## config.mk

```make
export PLATFORM = sky130hd
export DESIGN_NAME = udp_tx_app_arbiter
export DESIGN_NICKNAME = d
export VERILOG_FILES = /design/src/rtl/udp_tx_app_arbiter.sv
export SDC_FILE = /design/constraint.sdc
export NUM_CORES = 1
export LEC_CHECK = 0
export ABC_AREA = 1
export BUFFER_PORTS_ARGS = -buffer_cell sky130_fd_sc_hd__clkbuf_2
export CAP_MARGIN = 20
export CORE_AREA = 2 2 345 347
export CTS_CLUSTER_SIZE = 10
export DETAILED_ROUTE_END_ITERATION = 8
export DIE_AREA = 0 0 347 349
export PLACE_DENSITY = 0.3
export SLEW_MARGIN = 20
export SYNTH_ARGS = -nofsm -noshare
export SYNTH_HDL_FRONTEND = slang
export SYNTH_SLANG_ARGS = --single-unit
```

## constraint.sdc

```tcl
create_clock -name clk -period 1.7 [get_ports clk]
set_input_delay 0.085 -clock clk [delete_from_list [all_inputs] [get_ports clk]]
set_output_delay 0.085 -clock clk [all_outputs]
set_load 0.02 [all_outputs]
```

## src/rtl/udp_tx_app_arbiter.sv

```systemverilog
// Two-requester UDP TX arbiter: grants one header+payload packet at a time and
// alternates fairly between requesters under contention.
package udp_tx_app_arbiter_pkg;
  localparam int unsigned IP_ADDR_W       = 32;
  localparam int unsigned MAC_INTERFACE_W = 64;
  localparam int unsigned MAC_PADBYTES_W  = 3;

  typedef struct packed {
    logic [15:0] src_port;
    logic [15:0] dst_port;
    logic [15:0] length;
    logic [15:0] chksum;
  } udp_pkt_hdr;

  typedef struct packed {
    logic [31:0] packet_num;
    logic [63:0] timestamp;
  } tracker_stats_struct;
endpackage

module udp_tx_app_arbiter
  import udp_tx_app_arbiter_pkg::*;
(
  input  logic                                  clk,
  input  logic                                  rst_n,

  input  logic [1:0]                            src_arb_hdr_val,
  input  logic [1:0][IP_ADDR_W-1:0]             src_arb_src_ip,
  input  logic [1:0][IP_ADDR_W-1:0]             src_arb_dst_ip,
  input  udp_pkt_hdr [1:0]                      src_arb_udp_hdr,
  input  tracker_stats_struct [1:0]             src_arb_timestamp,
  output logic [1:0]                            arb_src_hdr_rdy,

  input  logic [1:0]                            src_arb_data_val,
  input  logic [1:0][MAC_INTERFACE_W-1:0]       src_arb_data,
  input  logic [1:0]                            src_arb_data_last,
  input  logic [1:0][MAC_PADBYTES_W-1:0]        src_arb_data_padbytes,
  output logic [1:0]                            arb_src_data_rdy,

  output logic                                  arb_dst_hdr_val,
  input  logic                                  dst_arb_hdr_rdy,
  output logic [IP_ADDR_W-1:0]                  arb_dst_src_ip,
  output logic [IP_ADDR_W-1:0]                  arb_dst_dst_ip,
  output udp_pkt_hdr                            arb_dst_udp_hdr,
  output tracker_stats_struct                   arb_dst_timestamp,

  output logic                                  arb_dst_data_val,
  input  logic                                  dst_arb_data_rdy,
  output logic [MAC_INTERFACE_W-1:0]            arb_dst_data,
  output logic                                  arb_dst_data_last,
  output logic [MAC_PADBYTES_W-1:0]             arb_dst_data_padbytes,

  output logic                                  arb_owner,
  output logic                                  arb_busy
);

  typedef enum logic [1:0] {
    IDLE = 2'd0,
    HDR  = 2'd1,
    DATA = 2'd2
  } state_t;

  state_t state_q, state_d;
  logic   owner_q, owner_d;
  logic   prio_q,  prio_d;

  always_ff @(posedge clk or negedge rst_n) begin
    if (!rst_n) begin
      state_q <= IDLE;
      owner_q <= 1'b0;
      prio_q  <= 1'b0;
    end else begin
      state_q <= state_d;
      owner_q <= owner_d;
      prio_q  <= prio_d;
    end
  end

  // Grant is taken only in IDLE and held until the owner's last data beat.
  always_comb begin
    state_d          = state_q;
    owner_d          = owner_q;
    prio_d           = prio_q;
    arb_dst_hdr_val  = 1'b0;
    arb_src_hdr_rdy  = 2'b00;
    arb_dst_data_val = 1'b0;
    arb_src_data_rdy = 2'b00;

    case (state_q)
      IDLE: begin
        if (|src_arb_hdr_val) begin
          state_d = HDR;
          owner_d = (&src_arb_hdr_val) ? prio_q : src_arb_hdr_val[1];
        end
      end
      HDR: begin
        arb_dst_hdr_val           = src_arb_hdr_val[owner_q];
        arb_src_hdr_rdy[owner_q]  = dst_arb_hdr_rdy;
        if (src_arb_hdr_val[owner_q] && dst_arb_hdr_rdy) begin
          state_d = DATA;
        end
      end
      DATA: begin
        arb_dst_data_val          = src_arb_data_val[owner_q];
        arb_src_data_rdy[owner_q] = dst_arb_data_rdy;
        if (src_arb_data_val[owner_q] && dst_arb_data_rdy && src_arb_data_last[owner_q]) begin
          state_d = IDLE;
          prio_d  = ~owner_q;
        end
      end
      default: state_d = IDLE;
    endcase
  end

  // Payload fields follow the owner in every state; only handshakes are gated.
  assign arb_dst_src_ip        = src_arb_src_ip[owner_q];
  assign arb_dst_dst_ip        = src_arb_dst_ip[owner_q];
  assign arb_dst_udp_hdr       = src_arb_udp_hdr[owner_q];
  assign arb_dst_timestamp     = src_arb_timestamp[owner_q];
  assign arb_dst_data          = src_arb_data[owner_q];
  assign arb_dst_data_last     = src_arb_data_last[owner_q];
  assign arb_dst_data_padbytes = src_arb_data_padbytes[owner_q];

  assign arb_owner = owner_q;
  assign arb_busy  = (state_q != IDLE);

endmodule

```

==> impl_results.md, run 1 <==
- Status: finished, violations left
- Failing checks: setup timing
- Wirelength per Cell: 20.5 µm
- Final hold vios: 0
- Vias in the first global route: 9340
- Max-slew violation count: 0
- First-pass DRT Iterations: 5
- Distinct cells, synth: 15
- CP Max Fanout: 8
- Area leader, netlist: nand2_1
- Sw Share: 59.1%
- Final setup vio count: 87
- Crit path max-delay family: flip-flops
- Via/cell ratio: 2.80
- Number of synthesized flops with an enable pin: 0
- Worst-path clk slew: 0.03 ns
- Flops & latches, synth: 4
- Top cells by area, synth: nand2_1, buf_6, buf_2, dfrtp_1, inv_1
- Primary FF master, synth: dfrtp_1
- Cells after Synth: 984
- Filler Cells Inserted: 14000
- Peak VDD IR: 474 µV
- # H-tree levels: 1
- Seq/Total Area, Yosys: 2.46%
- Most frequent cell after synthesis: nand2_1
- Rel. slew slack: 83.1%
- Core Util, Final: 11.0%
- Die Height: 349 µm
- Commonest cells post-synth: nand2_1, buf_2, buf_6
- Switching pwr: 12.0 mW
- RSZ-0062 raised after global routing: yes
- Arr. time, crit path: 1.70 ns
- Initial antenna violation count: 18
- Layout area overhead: 218%
- Max clock buf depth: 2
- Critical Path RT: 1.62 ns
- PortBufs: 891
- Avg Cell Area, Syn: 4.13 µm²
- Hold WS: 0.150 ns
- Largest net degree at the start of global routing: 47
- CP peak stage delay: 0.55 ns
- Top-area cell type share of the netlist area: 82.0%
- Ys async rst share: 100%
- Syn_nets: 1576
- Vias: 9609
- Maxcap violations: 0
- Final setup margin: -0.0825 ns
- Post-Syn Area: 0.00407 mm²
- Drt drc: 0
- Drt initial violations: 485
- RePlAce Congestion: 0.820
- Finished layout cell area: 0.0129 mm²
- Share of layout cells above drive strength 1: 57.7%
- Critical-path top delay cell: dfrtp_4
- Area after DPL: 0.0111 mm²
- CP Buf/Inv Count: 3
- Fin crit period: 1.78 ns
- Overall Global Routing Usage: 10.5%
- Initial Util: 3.46%
- DIE WIDTH: 347 µm
- Clk root buf: clkbuf_16
- Crit share post-route: 105%
- Total internal power: 8.32 mW
- Worst hold path type: in -> reg
- Final #Nets: 2483
- Combinational Power Share: 97.1%
- Crit end category: output port
- Total CTS buffers: 3
- First-pass GRT wire length: 85500 µm
- Row cnt: 126
- Worst Tran Pin Value: 0.253 ns
- Crit-path cells: buf_12 -> clkbuf_16 -> nand2_1 -> nand2_2 -> clkbuf_8
- Antenna-violating nets left: 0
- Final wirelength: 70200 µm
- Detailed placer's ending HPWL: 62200 µm
- Clock Latency Late Sink: 0.23 ns
- GRT overflow: 0
- Leakage: 7.58 nW
- CTS sink cnt: 4
- Clock network fraction of total power: 1.9%
- IO Pins: 892
- Yosys warnings: 0
- Flop pwr share: 1.1%
- Worst setup SP type: flop
- PwrDens: 1570 mW/mm²
- Final Skew: 0.00335 ns
- Setup CP Type: reg -> out
- CTS tree: done
- Maximum clock frequency: 561 MHz
- Core area: 0.117 mm²
- Die area: 0.121 mm²
logic make-up (layout without fill, tap and decap cells):
group                  after synthesis  count (layout)  share of synthesized area (%)
DFF                                  4               4                           2.46
other                                0               1                              0
and+or+nand+nor                    902             902                           83.6
AOI/OAI and AO/OA                    5               5                          0.615
buffers and inverters               73             979                           13.3
metrics by stage:
stage | power (mW) | instances | setup WS, ns | setup TNS, ns
5_1_grt | 21.9 | 3427 | -0.131 | -11.99
3_5_place_dp | 16.9 | 3389 | 0.0115 | 0
4_1_cts | 18.9 | 3404 | -0.132 | -6.75
2_1_floorplan | 8.14 | 984 | 0.333 | 0
6_report | 20.3 | 3427 | -0.0825 | -1.98
3_3_place_gp | 17.0 | 3389 | 0.0222 | 0
per-layer routing:
| layer | global-route usage (%) | wire length, µm | vias to the layer above |
|---|---|---|---|
| li1 | - | - | 4721 |
| met1 | 12.3 | 28300 | 4293 |
| met2 | 18.8 | 34200 | 540 |
| met3 | 3.97 | 6710 | 53 |
| met4 | 1.11 | 975 | 2 |
| met5 | 0 | 8 | - |
timing repair:
action	in CTS	in global routing
hold buffers	1	0
buffers inserted	6	7
pin swaps	5	17
resized for setup	153	240
endpoints found under the setup margin	173	234
gates cloned	4	15
hold endpoints to repair	4	0
cells in the final DEF, fill, tap and decap left out, drive strengths merged:
master,count
diode,1
o21ai,4
clkbuf,802
nor2,3
a21oi,1
dlygate4sd3,1
nor3,4
buf,168
inv,8
nand3,4
nand2,889
nand4,1
and2,1
dfrtp,4
power by group through the flow:
stage	Sequential, mW	Clock, mW	Combinational [mW]
after global routing	0.220	0.392	21.3
after CTS	0.207	0.386	18.3
final	0.214	0.379	19.8
after detailed placement	0.201	0	16.7
after floorplan	0.176	0	7.96
after global placement	0.200	0	16.8
final timing paths:
kind	endpoint	from	slack, ns	depth (start not counted)
min reg2reg	prio_q$_DFFE_PN0P_	prio_q$_DFFE_PN0P_	0.49	2
min	state_q[1]$_DFFE_PN0P_	dst_arb_data_rdy	0.15	4
max reg2reg	prio_q$_DFFE_PN0P_	arb_owner$_DFFE_PN0P_	0.23	7
min in group asynchronous	arb_owner$_DFFE_PN0P_	rst_n	0.21	2
max	arb_dst_timestamp[59]	arb_owner$_DFFE_PN0P_	-0.08	5
max in group asynchronous	arb_owner$_DFFE_PN0P_	rst_n	1.34	2
layout make-up:
class	instances	area [µm²]	share of cell area, %
inverters	8	42.5	0.329
repair buffers	967	6940	53.6
multi-input cells	907	3850	29.8
clock buffers	4	78.8	0.609
flip-flops and latches	4	104	0.803
well taps	1536	1920	14.9
diodes	1	2.50	0.0193
flip-flops by register name, indices dropped and copies added, names as in the netlist:
register and cells:
state_q 2, arb_owner 1, prio_q 1
worst reg2reg max path: stages, from the launching register on:
cell and delay, ns:
dfrtp_4 0.55, inv_12 0.13, buf_8 0.18, nand2_1 0.15
nand2_1 0.14, nand3_1 0.09, nand2_1 0.06, nand2_1 0.05
Power figures use the tool's default switching activity.
==> run 2, diff against run 1 <==
--- a/config.mk
+++ b/config.mk
@@ -7,10 +7,11 @@
 export LEC_CHECK = 0
-export ABC_AREA = 1
 export BUFFER_PORTS_ARGS = -buffer_cell sky130_fd_sc_hd__clkbuf_2
 export CAP_MARGIN = 20
-export CORE_AREA = 2 2 345 347
+export CELL_PAD_IN_SITES_DETAIL_PLACEMENT = 1
+export CELL_PAD_IN_SITES_GLOBAL_PLACEMENT = 1
+export CORE_AREA = 2 2 344 346
 export CTS_CLUSTER_SIZE = 10
 export DETAILED_ROUTE_END_ITERATION = 8
-export DIE_AREA = 0 0 347 349
-export PLACE_DENSITY = 0.3
+export DIE_AREA = 0 0 346 348
+export PLACE_DENSITY = 0.37
 export SLEW_MARGIN = 20
--- a/constraint.sdc
+++ b/constraint.sdc
@@ -3,2 +3,2 @@
 set_output_delay 0.085 -clock clk [all_outputs]
-set_load 0.02 [all_outputs]
+set_load 0.1 [all_outputs]
==> run 2 against run 1 <==
Compared with the run above: the run still ends with setup timing left; via count decreased by 25%; fmax fell by 5.3%; total power is 90% higher; first-iteration DRC count down 47%; final cell count shrank 17%; highest routed layer unchanged; synthesized cell count down 64%; worst hold slack got worse by 0.053 ns.
==> impl_results.md, run 2 <==
- Row cnt: 126
- Final Skew: 0.00457 ns
- Crit share post-route: 111%
- Final setup vio count: 281
- Synth Area in Simple Gates: 2.68%
- Max reg flops: 2
- Share of layout cells above drive strength 1: 98.0%
- Finished Layout Cells: 2829
- Clock Latency Late Sink: 0.23 ns
- Die area: 0.120 mm²
- Seq/Total Area, Yosys: 2.55%
- Max clock buf depth: 2
- Max-slew violation count: 0
- # H-tree levels: 1
- Arr. time, crit path: 1.80 ns
- First-pass GRT wire length: 92500 µm
- FF/Latch Area: 104 µm²
- Top cells by area, synth: mux2_2, buf_6, dfrtp_1, nor2_1, mux2i_1
- PwrDens: 2410 mW/mm²
- Mux share of post-synthesis cell area: 84.4%
- Top-area cell type share of the netlist area: 83.9%
- Failing checks: setup timing
- Leakage: 7.53 nW
- Adder-Cell Fraction of Synth Area: 0%
- First-pass DRT Iterations: 4
- DIE WIDTH: 346 µm
- Cells after Synth: 358
- Worst setup SP type: flop
- Final setup margin: -0.183 ns
- CP Max Fanout: 13
- Setup CP Type: reg -> out
- Worst Tran Pin Value: 0.301 ns
- Peak VDD IR: 886 µV
- Maximum clock frequency: 531 MHz
- Final hold vios: 0
- Avg Cell Area, Syn: 10.9 µm²
- RePlAce Congestion: 0.869
- Post-Syn Area: 0.00392 mm²
- Total power: 38.7 mW
- Initial Util: 3.35%
- Critical Path RT: 1.62 ns
- Via/cell ratio: 2.55
- Largest family of logic cells by synthesized area: multiplexers
- Largest net degree at the start of global routing: 25
- Wirelength per Cell: 27.3 µm
- CTS sink cnt: 4
- Crit end category: output port
- Initial antenna violation count: 38
- IO Pins: 892
- Area leader, netlist: mux2_2
- Final #Nets: 1875
- Cell count after placement: 2793
- Drt drc: 0
- Compound-Gate Fraction of Synth Area: 0.766%
- Clk root buf: clkbuf_16
- Ys async rst share: 100%
- Status: finished, violations left
- Layout area overhead: 310%
- Commonest cells after routing, fill and taps aside: clkbuf_2, buf_12, mux2_2
- Die Height: 348 µm
- Multi-input gate area in the final layout: 0.00391 mm²
- Final wirelength: 77200 µm
- Commonest non-fill, non-tap cell in the layout: clkbuf_2
- Detailed placer's ending HPWL: 71800 µm
- Primary FF master, synth: dfrtp_1
- Number of synthesized flops with an enable pin: 0
- Fin crit period: 1.88 ns
- RSZ-0062 raised after global routing: yes
- Vias in the first global route: 7695
- Worst hold path type: in -> reg
- Drt initial violations: 258
- Flops & latches, synth: 4
- Commonest cells post-synth: mux2_2, buf_6, nor2_1
- Total CTS buffers: 3
- Vias: 7218
- CTS tree: done
- Xor/xnor share of the synthesized area: 0%
- Most frequent cell after synthesis: mux2_2
- Syn_nets: 950
- Overall Global Routing Usage: 12.0%
- Antenna-violating nets left: 0
- Maxcap violations: 0
- Worst-path clk slew: 0.03 ns
- Core area: 0.117 mm²
- Rel. slew slack: 79.5%
- Filler Cells Inserted: 13600
- Reg with most FFs: state_q
- GRT overflow: 0
- Yosys warnings: 0
- PortBufs: 891
- Distinct cells, synth: 18
==> run 2: changes by cell type in the layout (fill, tap and decap cells not counted), moves of 18 or more <==
| cell | previous run | this run |
|---|---|---|
| nand2_4 | 20 | 0 |
| mux2_2 | 0 | 184 |
| buf_6 | 46 | 10 |
| clkbuf_8 | 18 | 0 |
| nand2_2 | 96 | 0 |
| buf_12 | 57 | 310 |
| clkbuf_2 | 760 | 591 |
| nand2_1 | 772 | 4 |
| mux2_4 | 0 | 108 |
==> run 2: report_power, final <==
group | internal (mW) | total (mW) | switching (mW)
Clock | 0.310 | 0.377 | 0.0670
Sequential | 0.140 | 0.178 | 0.0379
Combinational | 14.3 | 38.1 | 23.8
Total | 14.8 | 38.7 | 23.9
==> run 2: path summary, 6_finish.rpt <==
kind,from,slack (ns),depth (start not counted),to
max,arb_owner$_DFFE_PN0P_,-0.18,5,arb_dst_timestamp[69]
min,src_arb_hdr_val[0],0.1,2,arb_owner$_DFFE_PN0P_
max reg2reg,arb_owner$_DFFE_PN0P_,0.29,5,state_q[0]$_DFFE_PN0P_
min reg2reg,prio_q$_DFFE_PN0P_,0.59,2,arb_owner$_DFFE_PN0P_
max in group asynchronous,rst_n,1.22,2,arb_owner$_DFFE_PN0P_
min in group asynchronous,rst_n,0.33,2,arb_owner$_DFFE_PN0P_
==> run 2: cell type report <==
type | instances | area share (%)
Timing Repair Buffer | 953 | 62.4
Multi-Input combinational cell | 319 | 24.3
Tap cell | 1536 | 11.9
Sequential cell | 4 | 0.646
Clock buffer | 4 | 0.490
Antenna cell | 11 | 0.171
Inverter | 2 | 0.0467
==> run 2: metrics by stage <==
stage                     setup TNS, ns  setup WS (ns)  hold slack, ns  util (%)  area (µm²)
final                            -28.34         -0.183          0.0965      13.7       16100
after global routing             -40.24         -0.210           0.123      13.7       16100
after CTS                        -38.40         -0.217           0.100      13.2       15400
after detailed placement              0         0.0180         -0.0870      12.8       14900
after global placement                0         0.0297         -0.0911      12.8       14900
after floorplan                  -0.451         -0.233          -0.211         -        3990
==> run 2: worst max-delay path: stages (launching register included) <==
cell and delay (ns):
dfrtp_4 0.49, buf_12 0.15, buf_16 0.16, clkbuf_16 0.20, mux2_4 0.34, buf_12 0.18
==> run 2: cell families after synthesis <==
family	Yosys count
AO/OA/AOI/OAI	5
buffers and inverters	35
flip-flops	4
multiplexers	294
AND/OR/NAND/NOR	20
==> run 2: what timing repair did <==
item / in CTS / in global routing
endpoints found under the hold margin: 4 / 0
setup buffers: 7 / 1
gates cloned: 3 / 11
pin swaps: 1 / 0
resized for setup: 63 / 104
endpoints found under the setup margin: 272 / 286
hold buffers: 1 / 0
==> run 2: per-layer routing <==
metal  vias up  share of wire (%)  global-route usage [%]
met5         -              0.053                       0
met4         6               0.28                  0.0891
met3        34                 15                    7.55
met2       520                 44                    18.7
met1      3434                 40                    14.7
li1       3224                  -                       -
